## src/rtl/decoder_pkg.sv

```systemverilog
// Shared mode constants and the one-hot expansion helper for the select decoder.
package decoder_pkg;

  typedef enum logic {
    DEC_PULSE  = 1'b0,
    DEC_STICKY = 1'b1
  } dec_mode_e;

  // Widest decode the helper supports; callers size-cast down to their own width.
  localparam int MAX_OUT = 1024;

  function automatic logic [MAX_OUT-1:0] onehot(input logic [31:0] sel, input logic [31:0] n);
    logic [MAX_OUT-1:0] vec;
    if ((sel < n) && (sel < 32'(MAX_OUT))) begin
      vec = {{(MAX_OUT-1){1'b0}}, 1'b1} << sel;
    end else begin
      vec = '0;
    end
    return vec;
  endfunction

endpackage

```

## src/rtl/onehot_dec.sv

```systemverilog
// Combinational SEL_W-to-OUT_N decoder with enable, range check and x0 masking.
module onehot_dec
  import decoder_pkg::*;
#(
  parameter int SEL_W     = 5,
  parameter int OUT_N     = 32,
  parameter int ZERO_MASK = 1
) (
  input  logic             en,
  input  logic [SEL_W-1:0] sel,
  output logic [OUT_N-1:0] dec,
  output logic             hit,
  output logic             err,
  output logic             msk
);

  localparam logic MASK_X0 = (ZERO_MASK != 0);

  logic in_range_s;
  logic is_x0_s;

  // Every result is gated by en so an unknown sel while idle stays contained.
  always_comb begin
    in_range_s = (32'(sel) < 32'(OUT_N));
    is_x0_s    = MASK_X0 & (sel == '0);
    hit        = en & in_range_s & ~is_x0_s;
    err        = en & ~in_range_s;
    msk        = en & is_x0_s;
    if (hit) begin
      dec = OUT_N'(onehot(32'(sel), 32'(OUT_N)));
    end else begin
      dec = '0;
    end
  end

endmodule

```

## src/rtl/en_decoder_pipe.sv

```systemverilog
// Registered, pipelined one-hot decoder with enable, x0 masking, error
// flagging and an optional sticky accumulate mode.
module en_decoder_pipe
  import decoder_pkg::*;
#(
  parameter int SEL_W     = 5,
  parameter int OUT_N     = 32,
  parameter int PIPE      = 1,
  parameter int ZERO_MASK = 1,
  parameter int STICKY    = 0
) (
  input  logic             clk,
  input  logic             rst_n,
  input  logic             en,
  input  logic [SEL_W-1:0] sel,
  input  logic             clr,
  output logic [OUT_N-1:0] onehot_o,
  output logic             valid_o,
  output logic             err_o,
  output logic             masked_o
);

  if ((OUT_N > (2 ** SEL_W)) || (OUT_N < 2) || (OUT_N > MAX_OUT)) begin : g_bad_out_n
    $error("en_decoder_pipe: OUT_N must lie in 2..2**SEL_W");
  end
  if ((PIPE != 1) && (PIPE != 2)) begin : g_bad_pipe
    $error("en_decoder_pipe: PIPE must be 1 or 2");
  end

  localparam logic ACCUM = (STICKY == int'(DEC_STICKY));

  // The decoded strobe travels with the request so the output stage needs no decode.
  typedef struct packed {
    logic             en;
    logic             hit;
    logic             err;
    logic             msk;
    logic [OUT_N-1:0] dec;
    logic             clr;
  } stage_t;

  logic             dec_hit_s;
  logic             dec_err_s;
  logic             dec_msk_s;
  logic [OUT_N-1:0] dec_vec_s;
  stage_t           stage0_s;
  stage_t           last_s;

  onehot_dec #(
    .SEL_W    (SEL_W),
    .OUT_N    (OUT_N),
    .ZERO_MASK(ZERO_MASK)
  ) u_dec (
    .en (en),
    .sel(sel),
    .dec(dec_vec_s),
    .hit(dec_hit_s),
    .err(dec_err_s),
    .msk(dec_msk_s)
  );

  // Stage 0 request record built from the classifier.
  always_comb begin
    stage0_s.en  = en;
    stage0_s.hit = dec_hit_s;
    stage0_s.err = dec_err_s;
    stage0_s.msk = dec_msk_s;
    stage0_s.dec = dec_vec_s;
    stage0_s.clr = clr;
  end

  if (PIPE == 1) begin : g_pipe_direct
    assign last_s = stage0_s;
  end else begin : g_pipe_delay
    stage_t dly_r [PIPE-1];

    // Delay line; clr rides along so it lines up with its request.
    always_ff @(posedge clk or negedge rst_n) begin
      if (!rst_n) begin
        for (int i = 0; i < PIPE-1; i++) begin
          dly_r[i] <= '0;
        end
      end else begin
        dly_r[0] <= stage0_s;
        for (int i = 1; i < PIPE-1; i++) begin
          dly_r[i] <= dly_r[i-1];
        end
      end
    end

    assign last_s = dly_r[PIPE-2];
  end

  logic [OUT_N-1:0] strobe_s;
  logic [OUT_N-1:0] onehot_next_s;
  logic [OUT_N-1:0] onehot_r;
  logic             valid_r;
  logic             err_r;
  logic             msk_r;

  // Next output pattern: a single pulse, or the mask with clear applied before the new hit.
  always_comb begin
    if (last_s.hit) begin
      strobe_s = last_s.dec;
    end else begin
      strobe_s = '0;
    end
    if (ACCUM) begin
      if (last_s.clr) begin
        onehot_next_s = strobe_s;
      end else begin
        onehot_next_s = onehot_r | strobe_s;
      end
    end else begin
      onehot_next_s = strobe_s;
    end
  end

  // Output stage register.
  always_ff @(posedge clk or negedge rst_n) begin
    if (!rst_n) begin
      onehot_r <= '0;
      valid_r  <= 1'b0;
      err_r    <= 1'b0;
      msk_r    <= 1'b0;
    end else begin
      onehot_r <= onehot_next_s;
      valid_r  <= last_s.en;
      err_r    <= last_s.err;
      msk_r    <= last_s.msk;
    end
  end

  assign onehot_o = onehot_r;
  assign valid_o  = valid_r;
  assign err_o    = err_r;
  assign masked_o = msk_r;

endmodule

```

## config.mk

```make
export PLATFORM = sky130hd
export DESIGN_NAME = en_decoder_pipe
export DESIGN_NICKNAME = d
export VERILOG_FILES = /design/src/rtl/decoder_pkg.sv /design/src/rtl/onehot_dec.sv /design/src/rtl/en_decoder_pipe.sv
export SDC_FILE = /design/constraint.sdc
export NUM_CORES = 1
export LEC_CHECK = 0
export BUFFER_PORTS_ARGS = -buffer_cell sky130_fd_sc_hd__buf_2
export CAP_MARGIN = 0
export CELL_PAD_IN_SITES_DETAIL_PLACEMENT = 1
export CELL_PAD_IN_SITES_GLOBAL_PLACEMENT = 2
export CORE_MARGIN = 4
export CORE_UTILIZATION = 28
export CTS_BUF_LIST = sky130_fd_sc_hd__clkbuf_16
export CTS_CLUSTER_SIZE = 24
export DETAILED_ROUTE_END_ITERATION = 16
export GPL_TIMING_DRIVEN = 1
export PLACE_DENSITY = 0.7
export SLEW_MARGIN = 0
export SYNTH_ARGS = -nofsm -noshare
export SYNTH_HDL_FRONTEND = slang
export SYNTH_HIERARCHICAL = 1
export SYNTH_SLANG_ARGS = --single-unit
```

## constraint.sdc

```tcl
create_clock -name clk -period 0.8 [get_ports clk]
set_input_delay 0.04 -clock clk [delete_from_list [all_inputs] [get_ports clk]]
set_output_delay 0.04 -clock clk [all_outputs]
set_load 0.02 [all_outputs]
```

==> run_results.csv <==
group,metric,value,unit
synthesis,synth_seq_cells,35,
detailed_routing,wl_per_cell,14.8,µm
synthesis,synth-edff-count,0,
place,placed_cells_incl_taps,236,
synthesis,synth_top_cell_area_share,62.7,%
detailed_routing,first_pass_iters,4,
power_and_ir_drop,p_per_area,1730,nW/µm²
setup_path,worstSetupStartpointType,"primary input",
power_and_ir_drop,leakagePower,1.12,nW
global_routing,use_met1,13.5,%
setup_path,crit_chain,"buf_6, or2_4, o41a_4, and2_4",
detailed_routing,drt_iter0_drc,33,
setup_path,crit_family,"compound AO/OA/AOI/OAI gates",
sta,fmax,1.10,GHz
synthesis,seq_area_frac_synth,62.7,%
setup_path,slowest_stage,"o41a_4",
synthesis,syn_inst,121,
setup_path,crit_path_end_kind,"register",
sta,setup_violations,66,
sta,fin_crit,0.906,ns
floorplanning,initial_utilization,29.2,%
clock_network,cts_buffer_depth,2,
clock_network,root_buffer,"clkbuf_16",
global_routing,grt.total_usage,12.9,%
job,cap_violations,0,
sta,finalWorstSetupSlack,-0.106,ns
status,violations,"negative setup slack",
floorplanning,core,4790,µm²
floorplanning,fp-row-count,25,
detailed_routing,wl,3690,µm
place,place_hpwl,2190,µm
floorplanning,dieArea,6190,µm²
sta,hold_viol,0,
global_routing,grt_overflow_total,0,
setup_path,critical_path_class,"primary input to register",
clock_network,htreeDepth,2,
place,pre_cts_ws,-0.448,ns
global_routing,busiest_layer,"met2",
synthesis,ys_warn_count,6,
global_routing,grt_pass1_wl,6010,µm
clock_network,clk_pin_slew,0.05,ns
layout,area_delta_synth_final,62.8,%
power_and_ir_drop,ir_drop,0.722,mV
global_routing,grtUsageMet3,3.33,%
synthesis,synth.most_common_cell,"dfrtp_1",
layout,nFillCells,499,
setup_path,required,0.96,ns
synthesis,avgSynthCellArea,11.6,µm²
global_routing,grt_pass1_vias,1257,
place,globalplace.congestion,0.725,
clock_network,clkSinkCount,35,
floorplanning,ios,44,
synthesis,synth_flop_cell,"dfrtp_1",
global_routing,grt_max_degree,36,
setup_path,path_max_fanout,8,
detailed_routing,ant_nets,0,
status,status,"complete, but fails checks",
place,numPortBuffers,42,
synthesis,synthTopCellsByArea,"dfrtp_1 (63%), and2_2 (17%), nor2_1 (8.6%)",
detailed_routing,via_per_inst,4.34,
layout,fin_cells,249,
detailed_routing,route.vias.total,1080,
layout,fin_nets,190,
synthesis,ys_types,16,
synthesis,yosys.area.top_type,"dfrtp_1",
global_routing,grt_antenna_before_repair,0,
setup_path,cpPeakStageDelay,0.49,ns
setup_path,path_buf_inv,1,
floorplanning,die_y,78.7,µm
synthesis,syn_area,1400,µm²
sta,min_period_over_period,113,%
synthesis,ys_top_cells_by_count,"dfrtp_1 (35), and2_2 (32), nor2_1 (32)",
detailed_routing,drc,0,
floorplanning,die_w,78.7,µm
layout,drive_above_1_share,54.4,%
clock_network,cts_tree,"done",
sta,rsz0062_at_grt,"yes",
setup_path,cp.arrival,1.07,ns
sta,slew_viol_final,0,
synthesis,ys_async_sr_fraction,100,%
min_path,worstHoldPathType,"primary input to register",
global_routing,grtUsageMet2,23.1,%
clock_network,cts_made_buffers,5,
layout,diodes,0,
[area by class of cell]
type / instances / area (µm²) / share of cell area (%)
clock buffers: 5 / 125 / 5.50
clock inverters: 3 / 11.3 / 0.495
multi-input cells: 82 / 597 / 26.2
flip-flops and latches: 35 / 876 / 38.5
well taps: 67 / 83.8 / 3.69
repair buffers: 57 / 582 / 25.6
[layer usage]
| metal | vias up | wire length, µm |
|---|---|---|
| li1 | 507 | - |
| met1 | 537 | 1550 |
| met2 | 29 | 1900 |
| met3 | 7 | 160 |
| met4 | 0 | 84 |
| met5 | - | 0 |
[placed cells by master, fill, tap and decap left out, drive strengths merged]
cell,n
and2,32
buf,56
clkbuf,5
clkinv,2
conb,2
dfrtp,35
dlygate4sd3,1
inv,1
nand2,1
nand2b,2
nand4,1
nand4b,3
nand4bb,3
nor2,32
o41a,4
or2,1
or4b,1
[worst paths after layout]
check,depth (start not counted),from,to
setup / recovery,4,sel[1],onehot_o[27]
hold / removal,2,en,valid_o
max in group asynchronous,3,rst_n,onehot_o[25]
min in group asynchronous,3,rst_n,onehot_o[9]
[repair_timing]
action,CTS,global route
endpoints found under the hold margin,35,0
gates resized for setup,94,13
hold buffers,1,0
pin swaps,6,2
cloned,2,1
setup buffers,0,1
endpoints found under the setup margin,66,66
[cell families (layout without fill, tap and decap cells)]
| group | after synthesis | after routing | share of synthesized area [%] |
|---|---|---|---|
| flops | 35 | 35 | 62.7 |
| compound gates | 1 | 4 | 0.895 |
| other cells | 1 | 2 | 0.268 |
| simple gates | 76 | 76 | 33.1 |
| buf+inv | 8 | 65 | 3.04 |
[sequential cells by signal (all words and copies together), names as in the netlist]
name and cells:
err_o 1, valid_o 1, masked_o 1, onehot_o 32
[report_power, final]
part	switching (mW)	internal, mW
logic	0.211	0.170
registers	0.00814	1.79
clock network	0.632	1.12
total	0.851	3.08
[stage by stage]
step | area [µm²] | utilization, % | hold slack (ns) | setup TNS, ns | total power [mW]
2_1_floorplan | 1440 | - | -0.256 | -11.84 | 1.96
3_3_place_gp | 1780 | 37.3 | 0.00499 | -12.15 | 2.10
3_5_place_dp | 1780 | 37.3 | 0.0171 | -13.50 | 2.11
4_1_cts | 2230 | 46.5 | 0.0836 | -2.74 | 3.95
5_1_grt | 2270 | 47.5 | 0.127 | -3.67 | 4.10
6_report | 2270 | 47.5 | 0.109 | -2.53 | 3.93
No activity file was read; power rests on OpenSTA's default activity.
